--- src/rtl/atm_pkg.sv ---
// Shared types and constants for the ATM cash dispenser.
// Denomination table, FSM states and a constant-divisor helper.
package atm_pkg;

  localparam int NUM_DENOM = 5;

  typedef logic [2:0] denom_idx_t;

  // Index 0 is the largest note; greedy planning walks upward.
  localparam logic [NUM_DENOM-1:0][6:0] DENOM =
    {7'd1, 7'd5, 7'd10, 7'd20, 7'd50};

  typedef enum logic [2:0] {
    IDLE,
    PLAN,
    CHECK,
    DISPENSE,
    WAIT_ACK,
    DONE,
    FAIL
  } disp_state_t;

  function automatic logic [6:0] denom_div(
    input logic [6:0] v,
    input denom_idx_t i
  );
    logic [6:0] q;
    unique case (i)
      3'd0:    q = v / 7'd50;
      3'd1:    q = v / 7'd20;
      3'd2:    q = v / 7'd10;
      3'd3:    q = v / 7'd5;
      default: q = v;
    endcase
    return q;
  endfunction

endpackage

--- src/rtl/atm_note_handshake.sv ---
// One-note req/ack handshake toward the note mechanism.
// Holds req and denom stable until ack, flags a jam on timeout.
module atm_note_handshake
  import atm_pkg::*;
#(
  parameter int ACK_TIMEOUT = 16
) (
  input  logic       clk,
  input  logic       reset,
  input  logic       start,
  input  denom_idx_t denom,
  input  logic       ack,
  output logic       req,
  output denom_idx_t note_denom,
  output logic       acked,
  output logic       timeout
);

  localparam int TW = $clog2(ACK_TIMEOUT + 1);

  logic [TW-1:0] cnt;

  // An ack in the last allowed cycle still wins over the timeout.
  assign acked   = req & ack;
  assign timeout = req & ~ack & (cnt == TW'(ACK_TIMEOUT - 1));

  always_ff @(posedge clk) begin
    if (reset) begin
      req        <= 1'b0;
      note_denom <= '0;
      cnt        <= '0;
    end else if (start) begin
      req        <= 1'b1;
      note_denom <= denom;
      cnt        <= '0;
    end else if (acked || timeout) begin
      req <= 1'b0;
    end else if (req) begin
      cnt <= cnt + TW'(1);
    end
  end

endmodule

--- src/rtl/atm_cash_dispenser.sv ---
// Greedy note planner and inventory keeper for the ATM.
// Plans one denomination per cycle, then ejects notes one by one.
module atm_cash_dispenser
  import atm_pkg::*;
#(
  parameter int INIT_NOTES  = 4,
  parameter int CNT_W       = 8,
  parameter int ACK_TIMEOUT = 16
) (
  input  logic       clk,
  input  logic       reset,
  input  logic       withdraw_valid,
  input  logic [6:0] withdraw_amount,
  input  logic       refill,
  input  logic       note_ack,
  output logic       note_req,
  output logic [2:0] note_denom,
  output logic       busy,
  output logic       dispense_done,
  output logic       dispense_fail,
  output logic       jam,
  output logic [6:0] dispensed_total,
  output logic       inv_low
);

  localparam int PW = CNT_W + 7;
  localparam logic [CNT_W-1:0] INIT = CNT_W'(INIT_NOTES);

  disp_state_t state, state_n;

  logic [CNT_W-1:0] inv  [NUM_DENOM];
  logic [CNT_W-1:0] plan [NUM_DENOM];
  logic [6:0]       rem;
  denom_idx_t       pidx;

  logic       start, acked, timeout, have_note;
  denom_idx_t sel_idx;

  logic [PW-1:0] quot_w, inv_w, take_w, sub_w;
  logic [6:0]    rem_next;

  // take = min(rem / denom, inv) for the denomination being planned
  always_comb begin
    quot_w   = PW'(denom_div(rem, pidx));
    inv_w    = PW'(inv[pidx]);
    take_w   = (quot_w < inv_w) ? quot_w : inv_w;
    sub_w    = take_w * PW'(DENOM[pidx]);
    rem_next = rem - sub_w[6:0];
  end

  always_comb begin
    have_note = 1'b0;
    sel_idx   = '0;
    for (int i = NUM_DENOM - 1; i >= 0; i--) begin
      if (plan[i] != '0) begin
        have_note = 1'b1;
        sel_idx   = denom_idx_t'(i);
      end
    end
  end

  always_comb begin
    inv_low = 1'b0;
    for (int i = 0; i < NUM_DENOM; i++) begin
      if (inv[i] == '0) inv_low = 1'b1;
    end
  end

  always_ff @(posedge clk) begin
    if (reset) state <= IDLE;
    else       state <= state_n;
  end

  always_comb begin
    state_n = state;
    start   = 1'b0;
    unique case (state)
      IDLE: begin
        if (withdraw_valid)
          state_n = (jam && !refill) ? FAIL : PLAN;
      end
      PLAN: begin
        if (pidx == denom_idx_t'(NUM_DENOM - 1))
          state_n = CHECK;
      end
      CHECK:
        state_n = (rem == '0) ? DISPENSE : FAIL;
      DISPENSE: begin
        if (have_note) begin
          start   = 1'b1;
          state_n = WAIT_ACK;
        end else begin
          state_n = DONE;
        end
      end
      WAIT_ACK: begin
        if (acked)        state_n = DISPENSE;
        else if (timeout) state_n = FAIL;
      end
      DONE:    state_n = IDLE;
      FAIL:    state_n = IDLE;
      default: state_n = IDLE;
    endcase
  end

  always_ff @(posedge clk) begin
    if (reset) begin
      rem             <= '0;
      pidx            <= '0;
      jam             <= 1'b0;
      dispensed_total <= '0;
      for (int i = 0; i < NUM_DENOM; i++) begin
        inv[i]  <= INIT;
        plan[i] <= '0;
      end
    end else begin
      unique case (state)
        IDLE: begin
          if (refill) begin
            jam <= 1'b0;
            for (int i = 0; i < NUM_DENOM; i++) inv[i] <= INIT;
          end
          if (withdraw_valid && (!jam || refill)) begin
            rem             <= withdraw_amount;
            pidx            <= '0;
            dispensed_total <= '0;
            for (int i = 0; i < NUM_DENOM; i++) plan[i] <= '0;
          end
        end
        PLAN: begin
          plan[pidx] <= take_w[CNT_W-1:0];
          rem        <= rem_next;
          pidx       <= pidx + 3'd1;
        end
        WAIT_ACK: begin
          if (acked) begin
            inv[note_denom]  <= inv[note_denom] - CNT_W'(1);
            plan[note_denom] <= plan[note_denom] - CNT_W'(1);
            dispensed_total  <= dispensed_total + DENOM[note_denom];
          end else if (timeout) begin
            jam <= 1'b1;
          end
        end
        default: ;
      endcase
    end
  end

  assign busy          = state inside {PLAN, CHECK, DISPENSE, WAIT_ACK};
  assign dispense_done = (state == DONE);
  assign dispense_fail = (state == FAIL);

  atm_note_handshake #(
    .ACK_TIMEOUT (ACK_TIMEOUT)
  ) u_hs (
    .clk        (clk),
    .reset      (reset),
    .start      (start),
    .denom      (sel_idx),
    .ack        (note_ack),
    .req        (note_req),
    .note_denom (note_denom),
    .acked      (acked),
    .timeout    (timeout)
  );

endmodule
--- config.mk ---
export PLATFORM = sky130hd
export DESIGN_NAME = atm_cash_dispenser
export DESIGN_NICKNAME = d
export VERILOG_FILES = /design/src/rtl/atm_pkg.sv /design/src/rtl/atm_note_handshake.sv /design/src/rtl/atm_cash_dispenser.sv
export SDC_FILE = /design/constraint.sdc
export NUM_CORES = 1
export LEC_CHECK = 0
export CAP_MARGIN = 25
export CORE_ASPECT_RATIO = 0.9
export CORE_MARGIN = 4
export CORE_UTILIZATION = 65
export DETAILED_ROUTE_END_ITERATION = 8
export PLACE_DENSITY = 0.84
export SLEW_MARGIN = 20
export SYNTH_ARGS = -nofsm -noshare
export SYNTH_HDL_FRONTEND = slang
export SYNTH_SLANG_ARGS = --single-unit
--- constraint.sdc ---
create_clock -name clk -period 24.2 [get_ports clk]
set_input_delay 6.05 -clock clk [delete_from_list [all_inputs] [get_ports clk]]
set_output_delay 6.05 -clock clk [all_outputs]
set_load 0.01 [all_outputs]
# Word level (Yosys, flattened, before mapping)
# Memories as Yosys holds them, arrays and structs flattened. A register that Yosys moved wholly into a read port is not among the register bits.
# Cells that the tools add are included.
# W data, S select, Z words.
# op_classes
reduce_logical	32
bitwise	15
mul	1
n_mux	88
magnitude_cmp	3
div	4
addsub	6
eq_ne	19
# ops
op	count
$mux W8	14
$mux W3	25
$logic_not A8 Y1	5
$reduce_bool A8 Y1	5
$mux W1	38
$mux W7	5
$pmux W7 S2	2
$pmux W7 S4	1
$reduce_or A8 Y1	3
$sub A8 B1 Y8 const B	2
$pmux W3 S5	1
$eq A3 B2 Y1 const B	4
$eq A3 B3 Y1 const B	4
$ne A2 B2 Y1 const B	5
$or A1 B1 Y1	10
$lt A3 B4 Y1 const B	2
$lt A7 B8 Y1	1
$mul A8 B7 Y7	1
$add A7 B7 Y7	1
$div A7 B3 Y7 const B	1
$div A7 B4 Y7 const B	1
$div A7 B5 Y7 const B	1
$div A7 B6 Y7 const B	1
$logic_not A7 Y1	1
other kinds (21)	34
# totals
mem_count	4
out_inout_bits	16
elab_cells	180
ramBits	80
romBits	112
register_bits	30
in_bits	12
# mem_list
name	words	width	read_ports	rd_clocked_by_memory_dff	wr	line_no	source
(no name shown)	8	7	1	1	0	atm_cash_dispenser.sv:139	dispensed_total <= dispensed_total + DENOM[note_denom];
(no name shown)	8	7	1	1	0	atm_cash_dispenser.sv:47	sub_w = take_w * PW'(DENOM[pidx]);
inv	5	8	7	2	5	atm_cash_dispenser.sv:31	logic [CNT_W-1:0] inv [NUM_DENOM];
plan	5	8	6	1	5	atm_cash_dispenser.sv:32	logic [CNT_W-1:0] plan [NUM_DENOM];

# Logic depth before layout (Yosys ltp)
# An unclocked memory read counts as a cell.
# depth
ltp_word	11
ltp_mapped	58
mapped_depth_nobuf	56

# Hierarchy
# From an unflattened synthesis, not the netlist that was laid out.
# unflattened
hier_cells	1024
hier_area_um2	10562.6
# modules_own_cells
mod	n_inst	seq_area_each_um2	area_per_inst_um2	cells_each
atm_cash_dispenser	1	4444.3	10156.0	983
atm_note_handshake	1	180.2	406.6	41

# Least setup slack after synthesis
# No wires, ideal clock.
# synth_path
path_kind	reg2reg
from	register pidx[0]
to	register rem[6]
setup_time_ps	116
path_buffers	2
arrival_time_ps	11903
stages_incl_launch_ff	54
setup_slack_ps	12180
period_less_slack_ps	12020
required_ps	24084
cell_sequence	dfxtp_1 ha_1 ha_1 inv_1 ha_1 nor4b_1 nor2_1 o21a_1 ha_1 o211ai_1 a211o_1 mux2_2 ha_1 a21oi_1 a21bo_2 a21o_1 mux2_2 ha_1 [... 18 more ...] nand2_1 o21ai_2 inv_1 nand2_1 fa_1 fa_1 inv_1 ha_1 fa_1 inv_1 ha_1 a21o_1 a21oi_1 xnor2_1 xnor3_1 nor2_1 nand2_1 o211a_1
# synth_via
elab_chain_cells	7
word_cells_on_any_way	10
classes_between	1 x add/sub; 1 x mul; 1 x order compare; 3 x eq/ne; 3 x mux; 1 x reduce/logical
# synth_rtl
item	line_no	source
start, declared	atm_cash_dispenser.sv:34	denom_idx_t pidx;
start signal, assigned	atm_cash_dispenser.sv:133	pidx <= pidx + 3'd1;
$eq A3 B2 Y1 (tied with other cells)	atm_pkg.sv:28	unique case (i)
$pmux W7 S4 *	atm_pkg.sv:28	
$lt A7 B8 Y1	atm_cash_dispenser.sv:46	take_w = (quot_w < inv_w) ? quot_w : inv_w;
$mux W8 *	atm_cash_dispenser.sv:46	
$mul A8 B7 Y7 *	atm_cash_dispenser.sv:47	
$sub A7 B7 Y7 *	atm_cash_dispenser.sv:48	rem_next = rem - sub_w[6:0];
$pmux W7 S2 *	atm_cash_dispenser.sv:117	unique case (state)
end signal, assigned	atm_cash_dispenser.sv:124	rem <= withdraw_amount;
end signal, assigned	atm_cash_dispenser.sv:132	rem <= rem_next;
end, declared	atm_cash_dispenser.sv:33	logic [6:0] rem;
# Every way passes the cells marked *; elsewhere a longest branch is shown, timed or not.
# A chain may end at the register's enable or synchronous reset.

# Worst setup path after layout
# layout_path
from	register pidx[2]
to	register rem[6]
# Same word-level chain as after synthesis.

==> metrics.txt <==
status complete, no violations; post-DP HPWL 18,600 µm; LEAKAGE 0.00452 µW; gp weighted congestion 0.994; Initial Utilization 0.671; post-CTS setup buffer count 0; drc violations 0; largest net degree at the start of global routing 40; fraction of registers with async set/reset 0; antenna violations before repair 0; CTS tree built; peak supply drop 0.000121 V; Synth Warn # 0; wire per inst 20.7 µm; Pins Over Slew Limit 0; RSZ-0062 raised after global routing false; PostCTS Resize Cnt 0; routed wire length 25,600 µm; CP required 24.52 ns; root buf cell clkbuf_16; critical path arrival 13.87 ns; Critical Path Fanout Max 18; Total GRT Usage 0.281; CTS Hold Bufs 0; Hold WC Path Type flop to flop; clock insertion delay at the later pin of the skew report 0.43 ns; post-synthesis net count 1,090; Max-slew headroom 0.381; placed cells 1,203; Mapped Cells 1,001; Final Util 0.735; core area 16,300 µm²; Die ar. 19,000 µm²; flops & latches, synth 176; share of cells above drive strength 1 0.119; CP bufs+invs 4; number of distinct library cells after synthesis 72; number of nets with antenna violations after routing 0; ant diodes 0; first-pass GRT wire length 40,700 µm; final setup fails 0; startpoint class of the critical path flop; fin crit period 13.55 ns; synthesis-to-finish area growth 9.51%; Die Ht 131 µm; most numerous cell in the Yosys netlist nor2_1; IO Pins 28; fmax 0.0738 GHz; Post-synth top cells nor2_1, edfxtp_1, nand2_1; Iteration-0 DRC Markers 761; cts bufs inserted 17; cell mode on critical path ha_1; TritonCTS Sinks 176; Area contributors post-synth edfxtp_1, mux4_2, dfxtp_1; Final Non-Filler Cells 1,236; Synth Cell Area 10,900 µm²; worst-margin pin slew 0.929 ns; vias 7,977; final period utilization 0.560; row cnt 44; Nets 1,105; clock-pin slew on the worst setup and hold paths 0.07 ns; CP Class flop to flop; commonest register cell after synthesis edfxtp_1; Seq/Total Area, Yosys 0.439; Worst setup EP type flop; global route overflow 0; Synth area leader edfxtp_1; H-tree level count 4; 1st-pass router iterations 6; DR vias/cell 6.45; power per cell area 100 nW/µm²; Max Cap Violations 0; worst-case clock buffer depth 2; vias in the first global route 7,899; Final Hold Vio Count 0; Final TNS setup 0 ns; max incr delay on CP 0.75 ns; Post-synth EDFFs 128; CP max stage cell nor2b_2; Port-buffer cells 27; mean area per synthesized cell 10.9 µm²; fillers 1,111; cell family with most CP delay compound AO/OA/AOI/OAI gates; Chip Width 145 µm; Post-Route Skew 0.0120 ns; Synth top area share 0.352
==> routing by layer <==
layer / wire (µm) / track usage
met5: 0 / 0
met4: 544 / 0.0839
met3: 2080 / 0.0539
met2: 12300 / 0.459
met1: 10700 / 0.388
==> cell type report <==
class	count	area [µm²]	share of cell area
clock inverters	11	100	0.00836
flip-flops and latches	176	4810	0.401
clock buffers	21	514	0.0430
inverters	57	214	0.0179
multi-input cells	730	5750	0.480
repair buffers	34	330	0.0276
well taps	207	259	0.0216
==> placed cells by master, fill, tap and decap left out, types with 7 or more instances in the layout <==
cell	synthesis	layout
nand3_1	20	20
nor4_1	17	17
o21ai_0	19	19
nor3_1	15	15
clkdlybuf4s50_1	0	27
clkbuf_16	0	20
dfxtp_1	48	47
edfxtp_1	128	128
xor2_1	16	16
a21oi_1	30	30
fa_1	13	13
mux4_2	48	48
a22oi_1	9	9
nor2b_1	8	8
a211oi_1	11	11
inv_1	57	57
nand2_1	85	85
nor2_1	160	159
a21oi_2	7	7
mux2_2	9	9
a21o_1	18	18
xnor2_1	26	26
mux2i_1	34	34
ha_1	64	64
o21a_1	10	10
nand2b_1	10	10
and2_1	15	15
a31oi_1	10	10
==> stage by stage <==
| step | worst slack [ns] | hold WS, ns | power, µW | cell area (µm²) |
|---|---|---|---|---|
| 3_3_place_gp | 11.33 | 0.480 | 893 | 11300 |
| 6_report | 10.65 | 0.497 | 1200 | 12000 |
| 4_1_cts | 10.88 | 0.494 | 1190 | 12000 |
| 5_1_grt | 9.77 | 0.517 | 1270 | 12000 |
| 3_5_place_dp | 10.92 | 0.487 | 909 | 11300 |
| 2_1_floorplan | 12.18 | 0.471 | 803 | 10900 |
==> path summary, 6_finish.rpt <==
path	startpoint	to	slack, ns	cells after the start
setup / recovery	pidx[2]	rem[6]	10.65	49
hold / removal	u_hs.cnt[4]	u_hs.cnt[4]	0.50	2
setup reg to reg	pidx[2]	rem[6]	10.65	49
hold reg to reg	u_hs.cnt[4]	u_hs.cnt[4]	0.50	2
==> where the power goes <==
group	total, µW	internal (µW)	leakage (µW)	switching (µW)
logic	535	248	0.00254	287
clock network	282	160	0.000309	122
registers	380	354	0.00167	25.8
==> cells by family after synthesis <==
| family | count (synthesis) | synth area share |
|---|---|---|
| DFF | 176 | 0.439 |
| muxes | 91 | 0.139 |
| xor gates and xnor gates | 43 | 0.0357 |
| buffers and inverters | 95 | 0.0349 |
| and+or+nand+nor | 361 | 0.150 |
| adders and majority gates | 77 | 0.0970 |
| AOI/OAI and AO/OA | 158 | 0.103 |
==> tightest hold or removal path, delay by kind of cell, from the launching register on <==
family | cells | cell delay [ns]
flip-flops | 1 | 0.31
AND/OR/NAND/NOR | 1 | 0.10
AO/OA/AOI/OAI | 1 | 0.05
(Power assumes the default switching activity.)
==> edit, RTL diff (same settings) <==
Change the parameter `CNT_W` from 8 to 10.
--- a/src/rtl/atm_cash_dispenser.sv
+++ b/src/rtl/atm_cash_dispenser.sv
@@ -5,5 +5,5 @@
 #(
   parameter int INIT_NOTES  = 4,
-  parameter int CNT_W       = 8,
+  parameter int CNT_W       = 10,
   parameter int ACK_TIMEOUT = 16
 ) (
Check against the original RTL: same outputs for any inputs over 10 cycles, from zero or initial values and one cycle with reset high; that may be too few to reach the edited logic, so the function may still have changed.
==> edit against the original RTL <==
Die area grew 11%; sequential cell count grew 32; via count grew 12%; core utilization shrank 0.95 points; routed wire length grew 15%; hold slack gained 1.4 ps; design area grew 12%; sequential share of layout area grew 2.9 points; critical path type unchanged; area after synthesis grew 12%; setup slack lost 890 ps; power grew 21%; sequential power grew 26%; largest cell class unchanged.
==> edit: results (changes against the original RTL) <==
cp_slowest_cell: "dfxtp_1"  # was nor2b_2
cp.arrival_ps: 14850  # was 13,870 ps
post_drt_wl_per_cell_um: 21.3  # was 20.7 um
numPlacedInstances: 1337  # was 1,203
num-nets-final: 1207  # was 1,105
dp_hpwl_um: 21000  # was 18,600 um
synth_fa_ha_area_share_pct: 8.75  # was 9.70%
synth_compound_area_share_pct: 7.69  # was 10.3%
leakage_nw: 5.05  # was 4.52 nW
seq_area_frac_synth_pct: 47.0  # was 43.9%
clk_latency_ps: 520  # was 430 ps
first_global_vias: 9056  # was 7,899
drt-met1-wl_um: 11500  # was 10,700 um
status: "complete, no violations"  # unchanged
crit_path_max_fanout: 14  # was 18
met3_usage_pct: 4.72  # was 5.39%
synthXorXnorAreaFrac_pct: 3.67  # was 3.57%
syn_inst: 1101  # was 1,001
skew_ps: 32.1  # was 12.0 ps
irDropWorstVdd_v: 0.000130  # was 0.000121 V
post_dp_cell_area_um2: 12700  # was 11,300 um^2
netlist_top_cells_area: "edfxtp_1, mux4_2, dfxtp_1"  # unchanged
synth-edff-count: 160  # was 128
wl_met2_um: 14000  # was 12,300 um
slew_headroom_pct: 36.7  # was 38.1%
detail_route.vias_per_cell: 6.48  # was 6.45
grt_pass1_wl_um: 47900  # was 40,700 um
grt_use_total_pct: 28.1  # about the same
pre_cts_ws_ps: 10010  # was 10,920 ps
[edit: cell count changes after synthesis, moves of 6 or more]
cell / change
mux4_2: +7
nand4_1: +6
o21ai_0: +8
edfxtp_1: +32
a211oi_1: -8
nor3_1: +16
a21oi_1: +13
nor2_1: +15
o21ai_2: -6
nor2b_1: +6
a21oi_2: -7
[edit: power by group]
part           total [mW]  switching [mW]  internal, mW
combinational       0.658           0.360         0.298
sequential          0.477          0.0416         0.435
clock               0.318           0.141         0.177
[edit: area by class of cell]
type                            instances  area (um^2)
Multi-Input combinational cell        789         6080
Sequential cell                       208         5770
Fill cell                            1256         5070
Clock buffer                           28          603
Timing Repair Buffer                   37          345
Tap cell                              245          307
Inverter                               59          221
Clock inverter                         11         70.1
[edit: cells by family (layout without fill, tap and decap cells)]
group,count (synthesis),after routing
AND/OR/NAND/NOR,419,419
flip-flops,208,208
AO/OA/AOI/OAI,146,146
buffers and inverters,104,135
multiplexers,97,97
adder cells (fa/ha/maj),78,78
XOR/XNOR,49,49
[edit: worst paths after layout]
kind	startpoint	cells after the start	endpoint	slack (ps)
max	pidx[2]	59	rem[6]	9760
min	u_hs.cnt[4]	2	u_hs.cnt[4]	500
max reg2reg	pidx[2]	59	rem[6]	9760
min reg2reg	u_hs.cnt[4]	2	u_hs.cnt[4]	500
[edit: worst register-to-register path, delay by kind of cell (launching register included)]
| kind | cells | cell delay [ps] |
|---|---|---|
| buffers and inverters | 5 | 520 |
| muxes | 2 | 740 |
| DFF | 1 | 560 |
| AOI/OAI and AO/OA | 24 | 5460 |
| adders and majority gates | 13 | 4500 |
| and+or+nand+nor | 12 | 1880 |
| xor gates and xnor gates | 3 | 660 |
